==> src/rtl/closest_lane_seq_pkg.sv <==
// Shared types and width helpers for the closest-to-mean byte-lane sequencer.
package closest_lane_seq_pkg;

  localparam int LANES  = 4;
  localparam int LANE_W = 8;

  function automatic int sum_w(input int w);
    return w + 2;
  endfunction

  function automatic int dev_w(input int w);
    return w + 3;
  endfunction

  function automatic int sq_w(input int w);
    return 2 * w + 4;
  endfunction

  localparam int SUM_W = sum_w(LANE_W);
  localparam int DEV_W = dev_w(LANE_W);
  localparam int SQ_W  = sq_w(LANE_W);

  typedef enum logic [1:0] {IDLE, SCAN, DONE} state_t;

endpackage

==> src/rtl/closest_lane_seq_lane_sqdev.sv <==
// Squared deviation of one lane from the mean: (S - 4x)^2, exact, zero latency.
// Purely combinational, no flow control.
module lane_sqdev
  import closest_lane_seq_pkg::*;
#(
  parameter int W = LANE_W
) (
  input  logic [sum_w(W)-1:0] S,
  input  logic [W-1:0]        x,
  output logic [sq_w(W)-1:0]  sq
);

  localparam int SUMW = sum_w(W);
  localparam int DEVW = dev_w(W);
  localparam int SQW  = sq_w(W);

  logic signed [DEVW-1:0] dev;
  logic        [SUMW-1:0] mag;

  // |dev| <= 3*(2^W-1) fits in SUMW bits, so squaring the magnitude is exact in SQW bits.
  always_comb begin
    dev = $signed({1'b0, S}) - $signed({1'b0, x, 2'b00});
    mag = dev[DEVW-1] ? SUMW'(-dev) : SUMW'(dev);
    sq  = SQW'(mag) * SQW'(mag);
  end

endmodule

==> src/rtl/closest_lane_seq.sv <==
// Picks the byte lane closest to the lane mean, one lane per cycle through a shared unit.
// Result valid 4 cycles after accept; result held until out_ready, no input accepted meanwhile.
module closest_lane_seq
  import closest_lane_seq_pkg::*;
#(
  parameter int W     = LANE_W,
  parameter int CNT_W = 16
) (
  input  logic                 clk,
  input  logic                 rst_n,
  input  logic                 in_valid,
  output logic                 in_ready,
  input  logic [4*W-1:0]       din,
  input  logic                 flush,
  output logic                 out_valid,
  input  logic                 out_ready,
  output logic [1:0]           out_idx,
  output logic [sq_w(W)-1:0]   out_sq,
  output logic [sum_w(W)-1:0]  out_sum,
  output logic                 busy,
  output logic [CNT_W-1:0]     words_done
);

  localparam int SUMW = sum_w(W);
  localparam int SQW  = sq_w(W);
  localparam int KW   = $clog2(LANES);

  state_t          state;
  logic [KW-1:0]   k;
  logic [4*W-1:0]  word_q;
  logic            rdy_q;
  logic [SQW-1:0]  best_sq;
  logic [1:0]      best_idx;

  logic [SUMW-1:0] din_sum;
  logic [W-1:0]    lane_x;
  logic [SQW-1:0]  lane_sq;
  logic            take;
  logic [SQW-1:0]  nxt_sq;
  logic [1:0]      nxt_idx;

  always_comb begin
    din_sum = '0;
    for (int i = 0; i < LANES; i++) begin
      din_sum = din_sum + SUMW'(din[i*W +: W]);
    end
  end

  // Lane 0 sits in the most significant byte of the word.
  always_comb begin
    lane_x = word_q[(LANES - 1 - int'(k)) * W +: W];
  end

  lane_sqdev #(.W(W)) u_sqdev (
    .S  (out_sum),
    .x  (lane_x),
    .sq (lane_sq)
  );

  // Strict less-than keeps the lowest index on ties.
  always_comb begin
    take    = (k == '0) || (lane_sq < best_sq);
    nxt_sq  = take ? lane_sq : best_sq;
    nxt_idx = take ? 2'(k) : best_idx;
  end

  assign in_ready  = rdy_q && !flush;
  assign out_valid = (state == DONE);
  assign busy      = (state != IDLE);

  always_ff @(posedge clk or negedge rst_n) begin
    if (!rst_n) begin
      state      <= IDLE;
      rdy_q      <= 1'b0;
      k          <= '0;
      word_q     <= '0;
      best_sq    <= '0;
      best_idx   <= '0;
      out_idx    <= '0;
      out_sq     <= '0;
      out_sum    <= '0;
      words_done <= '0;
    end else if (flush) begin
      state <= IDLE;
      rdy_q <= 1'b1;
      k     <= '0;
    end else begin
      case (state)
        IDLE: begin
          rdy_q <= 1'b1;
          if (in_valid && in_ready) begin
            word_q  <= din;
            out_sum <= din_sum;
            k       <= '0;
            rdy_q   <= 1'b0;
            state   <= SCAN;
          end
        end
        SCAN: begin
          best_sq  <= nxt_sq;
          best_idx <= nxt_idx;
          k        <= k + 1'b1;
          if (k == KW'(LANES - 1)) begin
            out_sq  <= nxt_sq;
            out_idx <= nxt_idx;
            state   <= DONE;
          end
        end
        DONE: begin
          if (out_ready) begin
            words_done <= words_done + 1'b1;
            rdy_q      <= 1'b1;
            state      <= IDLE;
          end
        end
        default: begin
          state <= IDLE;
          rdy_q <= 1'b1;
        end
      endcase
    end
  end

endmodule
==> config.mk <==
export PLATFORM = sky130hd
export DESIGN_NAME = closest_lane_seq
export DESIGN_NICKNAME = d
export VERILOG_FILES = /design/src/rtl/closest_lane_seq_pkg.sv /design/src/rtl/closest_lane_seq_lane_sqdev.sv /design/src/rtl/closest_lane_seq.sv
export SDC_FILE = /design/constraint.sdc
export NUM_CORES = 1
export LEC_CHECK = 0
export CORE_MARGIN = 2
export CORE_UTILIZATION = 40
export DETAILED_ROUTE_END_ITERATION = 6
export SLEW_MARGIN = 20
export SYNTH_ARGS = -nofsm -noshare
export SYNTH_HDL_FRONTEND = slang
export SYNTH_SLANG_ARGS = --single-unit
export TNS_END_PERCENT = 1
==> constraint.sdc <==
create_clock -name clk -period 19.4 [get_ports clk]
set_input_delay 2.91 -clock clk [delete_from_list [all_inputs] [get_ports clk]]
set_output_delay 2.91 -clock clk [all_outputs]
set_load 0.02 [all_outputs]
==> results.md, run 1 <==
- Mux share of post-synthesis cell area: 5.81%
- Hold_ws: 0.473 ns
- Antenna cells: 0
- Root Driver: clkbuf_16
- Vias in the first global route: 6903
- Worst-Skew Late Latency: 0.35 ns
- #FFs+latches synth: 107
- Largest net degree at the start of global routing: 82
- Top_reg_cell synth: dfrtp_1
- Crit-path max FO: 27
- Avg WL per Cell: 15.1 um
- CP endpoint kind: flop
- Top delay family on crit path: adder cells
- Largest family of logic cells by synthesized area: adder cells
- Crit path depth: 32
- Worst Reg-to-Reg Cells: 32
- DRT iter0 DRCs: 310
- Detailed Routing Iterations Pass 1: 5
- Final Hold Viols: 0
- Total CTS buffers: 9
- FMAX: 88.5 MHz
- Setup Buffers After CTS: 0
- CTS tree: built
- CP Launch Type: flop
- First-pass GRT wire length: 34.7 mm
- Xor/xnor share of the synthesized area: 5.51%
- Worst Skew: 0.0115 ns
- Vias/cell: 5.03
- Avg Cell Area, Syn: 9.31 sq um
- Final net count: 1231
- Antenna violations before repair: 0
- Port Buffers: 87
- Vias: 6726
- I/O Pins: 88
- YS warnings: 0
- # clock sinks: 107
- Routed Antenna Nets: 0
- Maxcap violations: 0
- Compound-gate portion of the synthesized area: 12.1%
- Hold Path Class: flop to flop
- Area share of fa/ha/maj cells after synthesis: 25.7%
- All-Layer GR Usage: 17.9%
- Place WS: 8.10 ns
- Slew margin rel.: 33.9%
- Worst hold stages: 1
- Synthesized instance count: 971
- CP arrival: 11.53 ns
- Layout cells sized above 1: 6.95%
- Fill count: 2166
- DRC Markers: 0
- Setup TNS: 0 ns
- Overall routed net length: 20.2 mm
- Mapped Area: 9040 sq um
- Inst Count DP: 1320
- Min-delay src: words_done[15]
- Area grow syn2layout: 16.0%
- Slowest stage delay, CP: 0.86 ns
- Setup WS post-layout: 8.10 ns
- Async set-reset flop share out of synthesis: 100%
- Initial Utilization: 40.3%
- FP Rows: 55
- Area of the core: 22400 sq um
- Post-synthesis sequential area ratio: 29.6%
- Fin cells: 1336
- Die W: 154 um
- Top cell by count, worst path: fa_1
- Synth cell types: 71
- Post-cts resize count: 0
- Simple-gate share of the synthesized area: 14.5%
- CTS Hold Buffers Added: 0
- Detailed Place HPWL: 16.0 mm
- # setup viols final: 0
- Die footprint: 23800 sq um
- Final slew viol count: 0
- RR Startpoint: k[0]
- Period utilisation layout: 58.2%
- WS Path Type: flop to flop
- Commonest cells after routing, fill and taps aside: 182 x nand2_1, 125 x inv_1, 107 x dfrtp_1
- DIE HEIGHT: 154 um
- Tmin final: 11.30 ns
- Total gr overflow: 0
- Slowest CP cell: nand2_1
- Post-synth EDFFs: 0
- Buffers & Inverters on Critical Path: 5
- Syn nets: 1156
- RSZ-0062 raised after global routing: false
- Worst Max-Slew Pin Slew: 0.989 ns
- Worst-path clk slew: 0.07 ns
- Critical path data required time: 19.64 ns
- Commonest non-fill, non-tap cell in the layout: nand2_1
- H-tree Lvls: 3
- Clock buffer depth: 2
- Crit path from: k[0]
- Status: finished, final reports clean
- Final Wtd Congestion: 0.833
through the flow:
| stage | utilization, % | instance area, sq um |
|---|---|---|
| final | 46.8 | 10500 |
| after global routing | 46.8 | 10500 |
| after CTS | 46.7 | 10500 |
| after detailed placement | 45.3 | 10200 |
| after global placement | 45.3 | 10200 |
| after floorplan | - | 9040 |
logic make-up (layout without fill, tap and decap cells):
family	after synthesis	after routing
xor+xnor	56	56
fa+ha+maj	148	148
mux	40	40
compound gates	161	161
buf+inv	153	233
simple gates	306	306
flops	107	107
path summary, 6_finish.rpt:
kind	to	slack [ns]
setup / recovery	best_sq[19]	8.10
min in group asynchronous	word_q[20]	2.45
hold / removal	words_done[15]	0.47
hold reg to reg	words_done[15]	0.47
max in group asynchronous	best_sq[13]	15.89
setup reg to reg	best_sq[19]	8.10
flip-flops by register name, indices dropped and copies added, names as in the netlist:
name and flops:
word_q 32, best_sq 20, out_sq 20, words_done 16, out_sum 10, best_idx 2
k 2, out_idx 2, state 2, rdy_q 1
synth_stat cells (4+ instances only):
cell	count	area share [%]
nand2_1	182	7.6
inv_1	125	5.2
dfrtp_1	107	30
ha_1	85	12
fa_1	63	14
nor2_1	56	2.3
o21ai_0	41	2.3
a21oi_1	35	1.9
xnor2_1	32	3.1
xor2_1	23	2.2
a21o_1	20	1.7
clkbuf_1	20	0.83
mux2_2	19	2.4
nand3_1	15	0.83
mux2i_1	12	1.3
nor3_1	12	0.66
a31oi_1	8	0.55
mux4_2	8	2.0
nand2b_1	7	0.48
nor2b_1	7	0.48
o21a_1	7	0.58
o211ai_1	6	0.50
nand4_1	4	0.28
o21ai_1	4	0.22
cell type report:
class                   instances  area (sq um)  area share, %
clock buffers                  10           239           2.28
clock inverters                 6          72.6          0.692
inverters                     126           473           4.51
multi-input cells             711          5770           55.0
flip-flops and latches        107          2680           25.5
well taps                     285           357           3.40
repair buffers                 91           902           8.60
per-layer routing:
layer	part of all wire [%]	track usage, %	vias up
met1	50	25.8	3220
met4	2.2	5.47	0
li1	-	-	3377
met2	45	28.6	103
met3	2.7	2.02	26
met5	0	0	-
Power of run 1 is not shown: default switching activity piles up to over one toggle a cycle in this logic, so the estimate is an artifact.
==> run 2: changes to the inputs <==
clock period = 9.8 ns   (was 19.4 ns; I/O delays follow)
==> run 2 against run 1 <==
Against the previous run: maximum frequency rose by 22%; cell count rose by 1.5%; setup slack got worse by 7.5 ns; clock skew fell by 0.0015 ns; critical path depth rose by 2; non-clock buffer count rose by 20; first-iteration DRC count fell by 17%.
==> results.md, run 2 (same netlist as run 1, synthesis figures left out) <==
- Status: finished, final reports clean
- Initial Utilization: 40.3% (unchanged)
- FMAX: 108 MHz (+22%)
- Busiest grt layer: met2
- Commonest non-fill, non-tap cell in the layout: nand2_1
- Detailed Place HPWL: 16.5 mm (+2.9%)
- CTS tree: built
- Hold Path End: word_q[6]
- Buffers & Inverters on Critical Path: 5 (unchanged)
- Vias/cell: 5.01 (-0.54%)
- CP Launch Type: flop
- Worst-Skew Late Latency: 0.36 ns (about the same)
- Period utilisation layout: 94.3% (+36 points)
- Fill count: 2182 (+0.74%)
- Antenna violations before repair: 0 (unchanged)
- Total gr overflow: 0 (unchanged)
- CTS Hold Buffers Added: 0 (unchanged)
- Worst Skew: 0.00997 ns (-0.00150 ns)
- Final Wtd Congestion: 0.869 (+4.4%)
- Fin cells: 1356 (+1.5%)
- Top delay family on crit path: adder cells
- Vias: 6790 (+0.95%)
- Root Driver: clkbuf_16
- Vias in the first global route: 7093 (+2.8%)
- Inst Count DP: 1337 (+1.3%)
- RR Startpoint: k[0]
- Placed inst area: 10300 sq um (+1.3%)
- Critical path data required time: 10.04 ns (-9.60 ns)
- Routed Antenna Nets: 0 (unchanged)
- Hold Path Class: flop to flop
- CP arrival: 9.49 ns (-2.04 ns)
- All-Layer GR Usage: 18.0% (+0.090 points)
- Overall routed net length: 20.4 mm (+1.3%)
- M3 GR Usage: 2.27% (+0.25 points)
- Worst-path clk slew: 0.08 ns (about the same)
- Area grow syn2layout: 18.2%
- Antenna cells: 0 (unchanged)
- Most flops, register: word_q
- Die footprint: 23800 sq um (unchanged)
- H-tree Lvls: 3 (unchanged)
- Fin area: 10700 sq um (+1.9%)
- DRT iter0 DRCs: 256 (-17%)
- Clock buffer depth: 2 (unchanged)
- Final net count: 1251 (+1.6%)
- Top flop regs: word_q (32), best_sq (20), out_sq (20)
- Commonest cells after routing, fill and taps aside: 182 x nand2_1, 125 x inv_1, 106 x dfrtp_1
- # setup viols final: 0 (unchanged)
- Area of the core: 22400 sq um (unchanged)
- Worst reg2reg setup slack: 0.55 ns (-7.55 ns)
- FF-to-FF End: best_sq[4]
- FP Rows: 55 (unchanged)
- WS Path Type: flop to flop
- Die W: 154 um (unchanged)
- Largest net degree at the start of global routing: 68 (-17%)
- CP endpoint kind: flop
- Crit-path max FO: 10 (-63%)
- Port Buffers: 87 (unchanged)
- Avg WL per Cell: 15.1 um (-0.18%)
- Layout cells sized above 1: 9.80% (+2.9 points)
- Top cell by count, worst path: fa_1
- DIE HEIGHT: 154 um (unchanged)
- Multi-input logic area: 5830 sq um (+1.0%)
- Min-delay src: word_q[6]
- DRC Markers: 0 (unchanged)
- Tmin final: 9.25 ns (-2.05 ns)
- Total CTS buffers: 9 (unchanged)
- Sequential cell area: 2680 sq um (about the same)
- # clock sinks: 107 (unchanged)
- Worst Reg-to-Reg Cells: 34 (+6.3%)
- I/O Pins: 88 (unchanged)
- Maxcap violations: 0 (unchanged)
- First-pass GRT wire length: 34.8 mm (+0.50%)
- Met1 Use GR: 25.4% (-0.34 points)
- Final slew viol count: 0 (unchanged)
- Final Hold Viols: 0 (unchanged)
- Slowest CP cell: fa_1
- Worst Max-Slew Pin Slew: 0.846 ns (-0.142 ns)
- Detailed Routing Iterations Pass 1: 4 (-1)
- Setup WS post-layout: 0.555 ns (-7.55 ns)
- Slew margin rel.: 43.6% (+9.7 points)
- Worst hold stages: 2 (+1)
- Slowest stage delay, CP: 0.55 ns (-0.31 ns)
- Place WS: 0.196 ns (-7.90 ns)
- Max reg flops: 32 (unchanged)
- GRT met2 Usage: 30.2% (+1.5 points)
-- run 2: cell count changes in the layout (fill, tap and decap cells not counted), sizes merged --
| cell | delta |
|---|---|
| buf | +20 |
| bufinv | -1 |
| clkbuf | -1 |
| clkinvlp | -2 |
| inv | +4 |
-- run 2: worst max-delay path by stage --
stage                     from          end  slack, ns  depth (start not counted)
final                     k[0]   best_sq[4]       0.55                         34
after floorplan           k[0]  best_sq[19]       0.73                         35
after global placement    k[0]  best_sq[13]       0.24                         39
after CTS                 k[0]   best_sq[4]       0.12                         39
after detailed placement  k[0]   best_sq[4]       0.20                         39
after global routing      k[0]    out_sq[8]      -0.02                         43
-- run 2: per-stage QoR --
stage	setup TNS (ns)	hold slack [ns]	utilization (%)
CTS	0	0.481	47.3
floorplan	0	0.440	-
global route	-0.0154	0.495	47.6
detailed placement	0	0.462	45.9
finish	0	0.479	47.6
global placement	0	0.458	45.9
-- run 2: layout make-up --
class	instances	area share [%]
well taps	285	3.34
repair buffers	111	9.81
multi-input cells	711	54.5
inverters	126	4.43
flip-flops and latches	107	25.1
clock inverters	7	0.714
clock buffers	9	2.11
-- run 2: repair_timing --
item | in CTS | in global routing
setup buffers | 0 | 3
endpoints found under the setup margin | 0 | 44
resized for setup | 0 | 12
-- run 2: per-layer routing --
layer	part of all wire, %	wire length, um
met1	49	9970
met2	47	9710
met3	2.9	600
met4	0.79	161
met5	0	0
-- run 2: tightest hold or removal path, stage by stage (launching register included) --
cell and delay (ns):
dfrtp_1 0.35, nand2_1 0.05, nand2_1 0.05
Power of run 2 is left out for the same reason.
==> run 3: changes to the inputs <==
clock period = 9.5 ns   (was 9.8 ns; I/O delays follow)
==> run 3 against run 2 <==
Against the previous run: global-route usage is 0.56 points higher; cell count up 1.0%; via count rose by 1.6%; worst hold slack worse by 0.0035 ns; setup slack lost 0.14 ns; wire length rose by 2.0%; sequential share of layout area down 0.37 points; utilization grew 0.71 points; sequential cell count did not move; critical endpoint is now best_sq[2].
==> results.md, run 3 (same netlist as run 1, synthesis figures left out) <==
- Final net count: 1265 (+1.1%)
- Vias/cell: 5.04 (+0.57%)
- Detailed Place HPWL: 16.6 mm (+0.57%)
- Vias: 6899 (+1.6%)
- Setup WS post-layout: 0.417 ns (-0.138 ns)
- Period utilisation layout: 95.6% (+1.3 points)
- Hold Path Class: flop to flop
- Area grow syn2layout: 19.9%
- Antenna violations before repair: 0 (unchanged)
- FP Rows: 55 (unchanged)
- CTS Hold Buffers Added: 0 (unchanged)
- # clock sinks: 107 (unchanged)
- Layout cells sized above 1: 11.6% (+1.8 points)
- Vias in the first global route: 7148 (+0.78%)
- Tmin final: 9.08 ns (-0.162 ns)
- H-tree Lvls: 3 (unchanged)
- FMAX: 110 MHz (+1.8%)
- Final core occ: 48.3% (+0.71 points)
- Total gr overflow: 0 (unchanged)
- Placed inst area: 10400 sq um (+0.66%)
- First-pass GRT wire length: 35.6 mm (+2.3%)
- Commonest non-fill, non-tap cell in the layout: nand2_1
- Commonest cells after routing, fill and taps aside: 181 x nand2_1, 125 x inv_1, 106 x dfrtp_1
- WS Path Type: flop to flop
- CP Launch Type: flop
- Maxcap violations: 0 (unchanged)
- Area of the core: 22400 sq um (unchanged)
- Worst Max-Slew Pin Slew: 0.738 ns (-0.108 ns)
- DRC Markers: 0 (unchanged)
- Clock buffer depth: 2 (unchanged)
- All-Layer GR Usage: 18.6% (+0.56 points)
- DRT iter0 DRCs: 288 (+13%)
- Port Buffers: 87 (unchanged)
- Antenna cells: 0 (unchanged)
- Fin area: 10800 sq um (+1.5%)
- Slew margin rel.: 50.8% (+7.2 points)
- Slowest stage delay, CP: 0.53 ns (-0.02 ns)
- Routed Antenna Nets: 0 (unchanged)
- Max reg flops: 32 (unchanged)
- Initial Utilization: 40.3% (unchanged)
- Final Hold Viols: 0 (unchanged)
- Critical path data required time: 9.74 ns (-0.30 ns)
- Worst-path clk slew: 0.07 ns (about the same)
- I/O Pins: 88 (unchanged)
- # setup viols final: 0 (unchanged)
- Die footprint: 23800 sq um (unchanged)
- Avg WL per Cell: 15.2 um (+0.99%)
- Place WS: 0.0734 ns (-0.122 ns)
- Largest net degree at the start of global routing: 57 (-16%)
- Setup TNS: 0 ns (unchanged)
- Slowest CP cell: fa_1
- CTS tree: built
- Final Wtd Congestion: 0.872 (+0.30%)
- Total CTS buffers: 9 (unchanged)
- Top flop regs: word_q (32), best_sq (20), out_sq (20)
- CP endpoint kind: flop
- Root Driver: clkbuf_16
- Status: finished, final reports clean
- Worst-Skew Late Latency: 0.36 ns (about the same)
- Final slew viol count: 0 (unchanged)
- Worst Skew: 0.0118 ns (+0.00187 ns)
- Overall routed net length: 20.9 mm (+2.0%)
- Most flops, register: word_q
- DIE HEIGHT: 154 um (unchanged)
- Die W: 154 um (unchanged)
- CP arrival: 9.32 ns (-0.17 ns)
- Top cell by count, worst path: inv_1
- Crit-path max FO: 17 (+7)
- Detailed Routing Iterations Pass 1: 5 (+1)
-- run 3: layout make-up --
class	count	area, sq um
inverters	126	473
multi-input cells	711	5890
flip-flops and latches	107	2680
fillers	2167	11600
clock inverters	6	46.3
clock buffers	10	239
repair buffers	125	1160
well taps	285	357
-- run 3: worst paths after layout --
kind | from | to | slack (ns) | depth (start not counted)
max | k[0] | best_sq[2] | 0.42 | 37
min reg2reg | out_idx[1] | out_idx[1] | 0.48 | 2
min | out_idx[1] | out_idx[1] | 0.48 | 2
max in group asynchronous | rst_n | out_sq[16] | 7.21 | 2
min in group asynchronous | rst_n | word_q[21] | 1.13 | 1
max reg2reg | k[0] | best_sq[2] | 0.42 | 37
-- run 3: worst max-delay path: cells and delay by family, from the launching register on --
kind	cells	cell delay [ns]
AOI/OAI and AO/OA	10	1.91
xor gates and xnor gates	1	0.31
DFF	1	0.49
muxes	2	0.79
and+or+nand+nor	7	1.31
buffers and inverters	9	0.91
adders and majority gates	8	3.21
-- run 3: timing repair --
action                                  4_1_cts  5_1_grt
hold endpoints to repair                      0        0
resized for setup                             0       26
setup buffers                                 0        8
endpoints found under the setup margin        0       44
-- run 3: routing by layer --
metal	wire length (um)	global-route usage (%)	vias to the layer above
met5	0	0	-
met4	372	4.98	0
met3	452	2.38	20
met2	9740	30.5	90
met1	10300	26.1	3347
li1	-	-	3442
-- run 3: through the flow --
| step | std cells | hold slack (ns) |
|---|---|---|
| after floorplan | 971 | 0.440 |
| after global placement | 1346 | 0.455 |
| after detailed placement | 1346 | 0.460 |
| after CTS | 1362 | 0.478 |
| after global routing | 1370 | 0.488 |
| final | 1370 | 0.476 |
Power of run 3 is left out for the same reason.
